**config.mk**
```make
export PLATFORM = sky130hd
export DESIGN_NAME = f1_tick_delay_ctrl
export DESIGN_NICKNAME = d
export VERILOG_FILES = /design/src/rtl/f1_pkg.sv /design/src/rtl/f1_lfsr7.sv /design/src/rtl/f1_tick_delay_ctrl.sv
export SDC_FILE = /design/constraint.sdc
export NUM_CORES = 1
export LEC_CHECK = 0
export BUFFER_PORTS_ARGS = -buffer_cell sky130_fd_sc_hd__buf_2
export CORE_MARGIN = 2
export CORE_UTILIZATION = 50
export CTS_CLUSTER_SIZE = 25
export DETAILED_ROUTE_END_ITERATION = 6
export PLACE_DENSITY = 0.78
export RECOVER_POWER = 50
export SYNTH_ARGS = -nofsm -noshare
export SYNTH_HDL_FRONTEND = slang
export SYNTH_SLANG_ARGS = --single-unit
```
**constraint.sdc**
```tcl
create_clock -name clk -period 2 [get_ports clk]
set_clock_uncertainty 0.1 [all_clocks]
set_input_delay 0.1 -clock clk [delete_from_list [all_inputs] [get_ports clk]]
set_output_delay 0.1 -clock clk [all_outputs]
set_load 0.03 [all_outputs]
```
**src/rtl/f1_pkg.sv**
```systemverilog
// Shared types and constants for the F1 tick/delay controller.
package f1_pkg;

  typedef enum logic [1:0] {
    IDLE  = 2'd0,
    COUNT = 2'd1,
    DONE  = 2'd2
  } delay_state_t;

  localparam logic [6:0] LFSR_SEED   = 7'h01;
  localparam int         LFSR_TAP_HI = 6;
  localparam int         LFSR_TAP_LO = 5;

  // x^7 + x^6 + 1 Fibonacci step; the all-zero state is unreachable from the seed
  function automatic logic [6:0] lfsr_next(input logic [6:0] cur);
    return {cur[5:0], cur[LFSR_TAP_HI] ^ cur[LFSR_TAP_LO]};
  endfunction

endpackage

```
**src/rtl/f1_lfsr7.sv**
```systemverilog
// Free-running 7-bit maximal-length LFSR used as the random delay source.
module f1_lfsr7
  import f1_pkg::*;
(
  input  logic       clk,
  input  logic       rst,
  output logic [6:0] q
);

  always_ff @(posedge clk) begin
    if (!rst) q <= LFSR_SEED;
    else      q <= lfsr_next(q);
  end

endmodule

```
**src/rtl/f1_tick_delay_ctrl.sv**
```systemverilog
// Tick stream and random-delay responder for the F1 start-light sequencer.
//   state | meaning
//   IDLE  | waiting for a cmd_delay rising edge
//   COUNT | counting down delay_value ticks
//   DONE  | delay_done asserted for this one cycle
module f1_tick_delay_ctrl
  import f1_pkg::*;
#(
  parameter int TICK_PERIOD = 4,
  parameter int CNT_W       = 16,
  parameter int LFSR_W      = 7,
  parameter int DELAY_MIN   = 1
) (
  input  logic              clk,
  input  logic              rst,
  input  logic              cmd_seq,
  input  logic              cmd_delay,
  output logic              en,
  output logic              delay_done,
  output logic              busy,
  output logic [LFSR_W-1:0] delay_value
);

  localparam logic [CNT_W-1:0]  TICK_TC = CNT_W'(TICK_PERIOD - 1);
  localparam logic [LFSR_W-1:0] DMIN    = LFSR_W'(DELAY_MIN);

  delay_state_t      state;
  logic [CNT_W-1:0]  seq_cnt;
  logic [CNT_W-1:0]  dly_pre;
  logic [LFSR_W-1:0] dly_cnt;
  logic [LFSR_W-1:0] lfsr;
  logic [LFSR_W-1:0] start_val;
  logic              cmd_delay_q;
  logic              rise;
  logic              dly_wrap;

  f1_lfsr7 u_lfsr (
    .clk (clk),
    .rst (rst),
    .q   (lfsr)
  );

  always_ff @(posedge clk) begin
    if (!rst)                             seq_cnt <= '0;
    else if (!cmd_seq || seq_cnt == TICK_TC) seq_cnt <= '0;
    else                                  seq_cnt <= seq_cnt + 1'b1;
  end

  assign en = cmd_seq && (seq_cnt == TICK_TC);

  assign rise      = cmd_delay && !cmd_delay_q;
  assign start_val = (lfsr < DMIN) ? DMIN : lfsr;
  assign dly_wrap  = (dly_pre == TICK_TC);

  always_ff @(posedge clk) begin
    if (!rst) begin
      state       <= IDLE;
      cmd_delay_q <= 1'b0;
      dly_pre     <= '0;
      dly_cnt     <= '0;
      delay_value <= '0;
      delay_done  <= 1'b0;
      busy        <= 1'b0;
    end else begin
      cmd_delay_q <= cmd_delay;
      delay_done  <= 1'b0;
      unique case (state)
        IDLE: begin
          if (rise) begin
            delay_value <= start_val;
            dly_cnt     <= start_val;
            dly_pre     <= '0;
            busy        <= 1'b1;
            state       <= COUNT;
          end
        end
        COUNT: begin
          if (dly_wrap) begin
            dly_pre <= '0;
            dly_cnt <= dly_cnt - 1'b1;
            if (dly_cnt == LFSR_W'(1)) begin
              delay_done <= 1'b1;
              state      <= DONE;
            end
          end else begin
            dly_pre <= dly_pre + 1'b1;
          end
        end
        DONE: begin
          busy  <= 1'b0;
          state <= IDLE;
        end
        default: begin
          busy  <= 1'b0;
          state <= IDLE;
        end
      endcase
    end
  end

endmodule

```
Word-level counts from Yosys, hierarchy flattened
Index checks and enable logic that the tools add are counted.
- input port bits: 4
- output and inout port bits: 10
- register bits: 58
- add/sub/neg operators: 3
- reduce and logical (&&, ||, !) cells: 14
- bitwise logic cells: 3
- multiplexer cells: 14
- $lt $le $gt $ge: 1
- equality and inequality tests: 7
- operator list (operator ; number):
    16-bit by 1-bit adder with 16-bit output, second input constant ; 2
    16-bit by 2-bit == test with 1-bit output, second input constant ; 2
    16-bit two-way mux ; 2
    16-bit case mux with 2 select lines ; 1
    7-bit two-way mux ; 3
    7-bit case mux with 2 select lines ; 1
    3-bit AND reduction ; 3
    7-bit by 1-bit == test with 1-bit output, second input constant ; 1
    7-bit by 1-bit less-than comparator with 1-bit output, second input constant ; 1
    7-bit by 1-bit subtractor with 7-bit output, second input constant ; 1
    2-bit two-way mux ; 3
    2-bit inequality test, second input constant ; 3
    2-bit AND reduction ; 3
    2-bit case mux with 2 select lines ; 1
    2-bit by 1-bit == test with 1-bit output, second input constant ; 1
    1-bit logical AND ; 2
    1-bit logical NOT ; 2
    2-bit logical NOT ; 1
    1-bit two-way mux ; 2
    1-bit NOT ; 2
    1-bit case mux with 2 select lines ; 1
    2-bit nonzero test ; 1
    2-bit OR reduction ; 1
    1-bit logical OR ; 1
    1-bit bitwise XOR ; 1

Longest topological paths before layout
- depth after elaboration: 4
- gate-level depth with buffers: 6
- gate-level depth less buffers: 6

Modules after synthesis
From an unflattened synthesis, not the netlist that was laid out.
- cell total of the unflattened synthesis: 309
- area, all modules: 2615.0 um^2
- modules (own cells, without submodules) (module ; seq. area each (um^2) ; cells each ; area an instance (um^2) ; instances):
    f1_tick_delay_ctrl ; 1021.0 ; 294 ; 2424.8 ; 1
    f1_lfsr7 ; 140.1 ; 15 ; 190.2 ; 1

Least setup slack after synthesis
No wires, ideal clock.
- kind: register to register
- from: register dly_pre[0]
- to: register dly_cnt[5]
- setup time: 132 ps
- clock period less this slack: 1665 ps
- cell stages (with the launch flop): 7
- buffers on the path: 1
- slack: 335 ps
- data required time: 1768 ps
- data arrival time: 1433 ps
- cells stage by stage: dfxtp_1 > ha_1 > nor4b_4 > nand4_1 > buf_6 > a211oi_1 > o32ai_1
- cells in the longest elaborated chain, start to end: 3
- RTL lines (item ; line ; text):
    start: declaration ; f1_tick_delay_ctrl.sv:29 ; logic [CNT_W-1:0] dly_pre;
    start signal: assignment ; f1_tick_delay_ctrl.sv:86 ; dly_pre <= dly_pre + 1'b1;
    16-bit by 2-bit == test with 1-bit output ; f1_tick_delay_ctrl.sv:53 ; assign dly_wrap = (dly_pre == TICK_TC);
    2-bit inequality test (no source line) ; n/a ;
    3-bit AND reduction (no source line) ; n/a ;
    end signal: assignment ; f1_tick_delay_ctrl.sv:71 ; dly_cnt <= start_val;
    end signal: assignment ; f1_tick_delay_ctrl.sv:80 ; dly_cnt <= dly_cnt - 1'b1;
    end: declaration ; f1_tick_delay_ctrl.sv:30 ; logic [LFSR_W-1:0] dly_cnt;
Every way passes these cells.
A chain may end at the register's enable or synchronous reset.

Final worst setup path
- from: register dly_pre[0]
- to: register dly_pre[3]
- cells in the longest elaborated chain, start to end: 3
- elaborated cells between the ends (all ways): 4
- those cells by class: add/sub (1); eq/ne (1); mux (2)
- RTL lines (item ; line ; text):
    16-bit by 1-bit adder with 16-bit output or 16-bit by 2-bit == test with 1-bit output (tied branches) ; f1_tick_delay_ctrl.sv:86, f1_tick_delay_ctrl.sv:53 ;
    16-bit two-way mux * ; f1_tick_delay_ctrl.sv:78 ; if (dly_wrap) begin
    16-bit case mux with 2 select lines * ; f1_tick_delay_ctrl.sv:67 ; unique case (state)
Every way passes the cells marked *; elsewhere a longest branch is shown, timed or not.

==> impl_results.md <==
- Fill cells: 493
- Synthesized area per cell: 8.84 um^2
- Power Density: 747 mW/mm^2
- Yosys Warn Count: 0
- Hold Slack: 0.0639 ns
- Top area cells in the synthesized netlist: dfxtp_1, nand2_1, nor2_1, a21oi_1, xnor2_1
- CTS tree: done
- Unique masters post-synth: 56
- Synth cell count leaders: dfxtp_1, nand2_1, nor2_1
- Status: finished clean
- GR Util All Layers: a little over a fifth
- DR pass1 iterations: 6
- H-tree levels: 3
- GRT overflow: 0
- Tcrit/Tclk final: 93.7%
- Slew HR: 56.3%
- Endpoints failing hold: 0
- CTS Buffer Depth: 2
- Mapped Area: 0.00282 mm^2
- N_diodes: 0
- Max Fanout on Critical Path: 15
- Slowest-stage cell, CP: dfxtp_1
- WP data arrival: a little under 2 ns
- Final setup vio count: 0
- Post-DP HPWL: 3.98 mm
- Worst path cell trace: ha_2, nor4b_4, buf_4, a41oi_4, nand2_1, o2bb2ai_1
- Final nets: 345
- #FFs+latches synth: a little under 60
- Worst EP required: 2.12 ns
- DIE WIDTH: between 70 and 80 um
- Routed len/inst: 14.6 um
- Post-synth top area share: 41.2%
- Largest net degree at the start of global routing: 29
- Starting density of the core: 51.6%
- Worst VDD drop: 0.397 mV
- Post-synthesis sequential area ratio: 41.2%
- Final wirelength: 6.00 mm
- Fmax: between 500 and 600 MHz
- Ys flop type: dfxtp_1
- Synthesized Nets: 328
- Vias: around 2400
- Mapped Cells: roughly 320
- DIE HEIGHT: ~80 um
- Num CTS Buffers: 9
- Actual slew at the worst max-slew pin: 0.655 ns
- Initial DRC Count: 242
- Root buffer cell: clkbuf_8
- Count of pins over their slew limit: 0
- Site Rows: 27
- Most common cell in the netlist: dfxtp_1
- Crit. End Element: register
- Max stage delay on crit path: 0.40 ns
- Tot Pwr: 2330 uW
- First-pass GRT wire length: roughly 10 mm
- Total die area: 0.00626 mm^2
- Number of global-route vias before repair: 2313
- Via density: 5.85
- Asr flop ratio synth: 0%
- Startpoint types: register
- Sink Count: 58
- Detail Route Antenna Nets: 0
- Core area: 0.00547 mm^2
- Port-buffer cells: 13
- Setup Crit Path Kind: reg -> reg
- Placer Congestion: 0.844
- Number of flops mapped to enable cells by yosys: 0
- Latest clock arrival within the worst-skew pair: 0.33 ns
- Fraction of layout cells with a size suffix above 1: 11.5%
- Cell taking the most area after synthesis: dfxtp_1
- Initial antenna violation count: 0
- Clk slew on worst S/H paths: 0.06 ns
- I/O pins: 14
- Post-layout min period: around 1.9 ns
- Leakage: 0.00102 uW
- Layout area overhead: 10.7%
- Hold/Removal Path Class: in -> reg
- Max cap viols: 0
- DRC viols: 0
-- stage by stage --
| stage | utilization [%] | instance area [um^2] | setup WS (ns) | TNS, ns | instances |
|---|---|---|---|---|---|
| after CTS | 56.8 | 3110 | 0.0693 | 0 | 410 |
| after detailed placement | 53.7 | 2940 | 0.0735 | 0 | 395 |
| after global routing | 57.1 | 3120 | -0.0191 | -0.0893 | 411 |
| final | 57.1 | 3120 | 0.126 | 0 | 411 |
| after floorplan | - | 2820 | 0.335 | 0 | 319 |
| after global placement | 53.7 | 2940 | 0.169 | 0 | 395 |
-- critical path, delay by kind of cell, from the launching register on --
kind,cells,cell delay [ns]
simple gates,2,0.51
flops,1,0.40
compound gates,2,0.34
fa+ha+maj,1,0.24
buf+inv,1,0.17
-- cell type report --
type                            instances  area (um^2)  area share (%)
Multi-Input combinational cell        233         1540            49.4
Sequential cell                        58         1160            37.2
Tap cell                               72         90.1            2.88
Timing Repair Buffer                   23          129            4.12
Inverter                               11         41.3            1.32
Clock inverter                          3         17.5           0.561
Clock buffer                           11          141            4.53
-- report_power, final --
group	leakage, uW	internal [uW]	switching [uW]
sequential	0.000470	1180	25.8
combinational	0.000465	76.0	141
clock	0.0000810	465	444
total	0.00102	1720	611
-- registers in the layout, indices dropped and copies added (netlist names) --
| name | cells |
|---|---|
| busy | 1 |
| cmd_delay_q | 1 |
| delay_done | 1 |
| delay_value | 7 |
| dly_cnt | 7 |
| dly_pre | 16 |
| seq_cnt | 16 |
| state | 2 |
| u_lfsr.q | 7 |
-- what timing repair did --
item                                   in CTS  in global routing
endpoints found under the hold margin       1                  0
hold buffers                                1                  0
buffers inserted                            0                  1
setup endpoints to repair                   0                 18
resized for setup                           0                  4
-- cell families (layout without fill, tap and decap cells) --
group / count (synthesis) / after routing / synth area share [%]
and+or+nand+nor: 143 / 143 / 30.0
AOI/OAI and AO/OA: 67 / 67 / 16.1
xor gates and xnor gates: 17 / 17 / 5.28
muxes: 1 / 1 / 0.355
DFF: 58 / 58 / 41.2
adders and majority gates: 5 / 5 / 2.22
buffers and inverters: 28 / 48 / 4.92
-- layout by cell type (no fill, tap or decap), types with 6 or more instances in the layout --
master,instances
a21oi_1,17
and2_1,9
nor2_1,24
clkbuf_8,10
nor4_1,10
xnor2_1,9
dfxtp_1,58
nand2_1,27
inv_1,11
nand4_1,11
o21ai_0,9
nor3_1,8
o2bb2ai_1,6
nand3_1,15
xor2_1,8
clkbuf_1,12
a31oi_1,12
buf_4,9
-- worst paths after layout --
path | start | end | slack [ns] | cells past startpoint
setup / recovery | dly_pre[0] | dly_pre[3] | 0.13 | 6
hold reg to reg | delay_value[4] | delay_value[4] | 0.35 | 2
hold / removal | cmd_seq | seq_cnt[1] | 0.06 | 3
setup reg to reg | dly_pre[0] | dly_pre[3] | 0.13 | 6
-- routing by layer --
| metal | track usage (%) | part of all wire [%] | wire [um] |
|---|---|---|---|
| met1 | 25.9 | 47 | 2800 |
| met3 | 6.25 | 5.4 | 322 |
| met2 | 33.2 | 46 | 2770 |
| met4 | 9.48 | 1.8 | 106 |
| met5 | 0 | 0 | 0 |
Note: power is estimated with default switching activity, not from simulation.
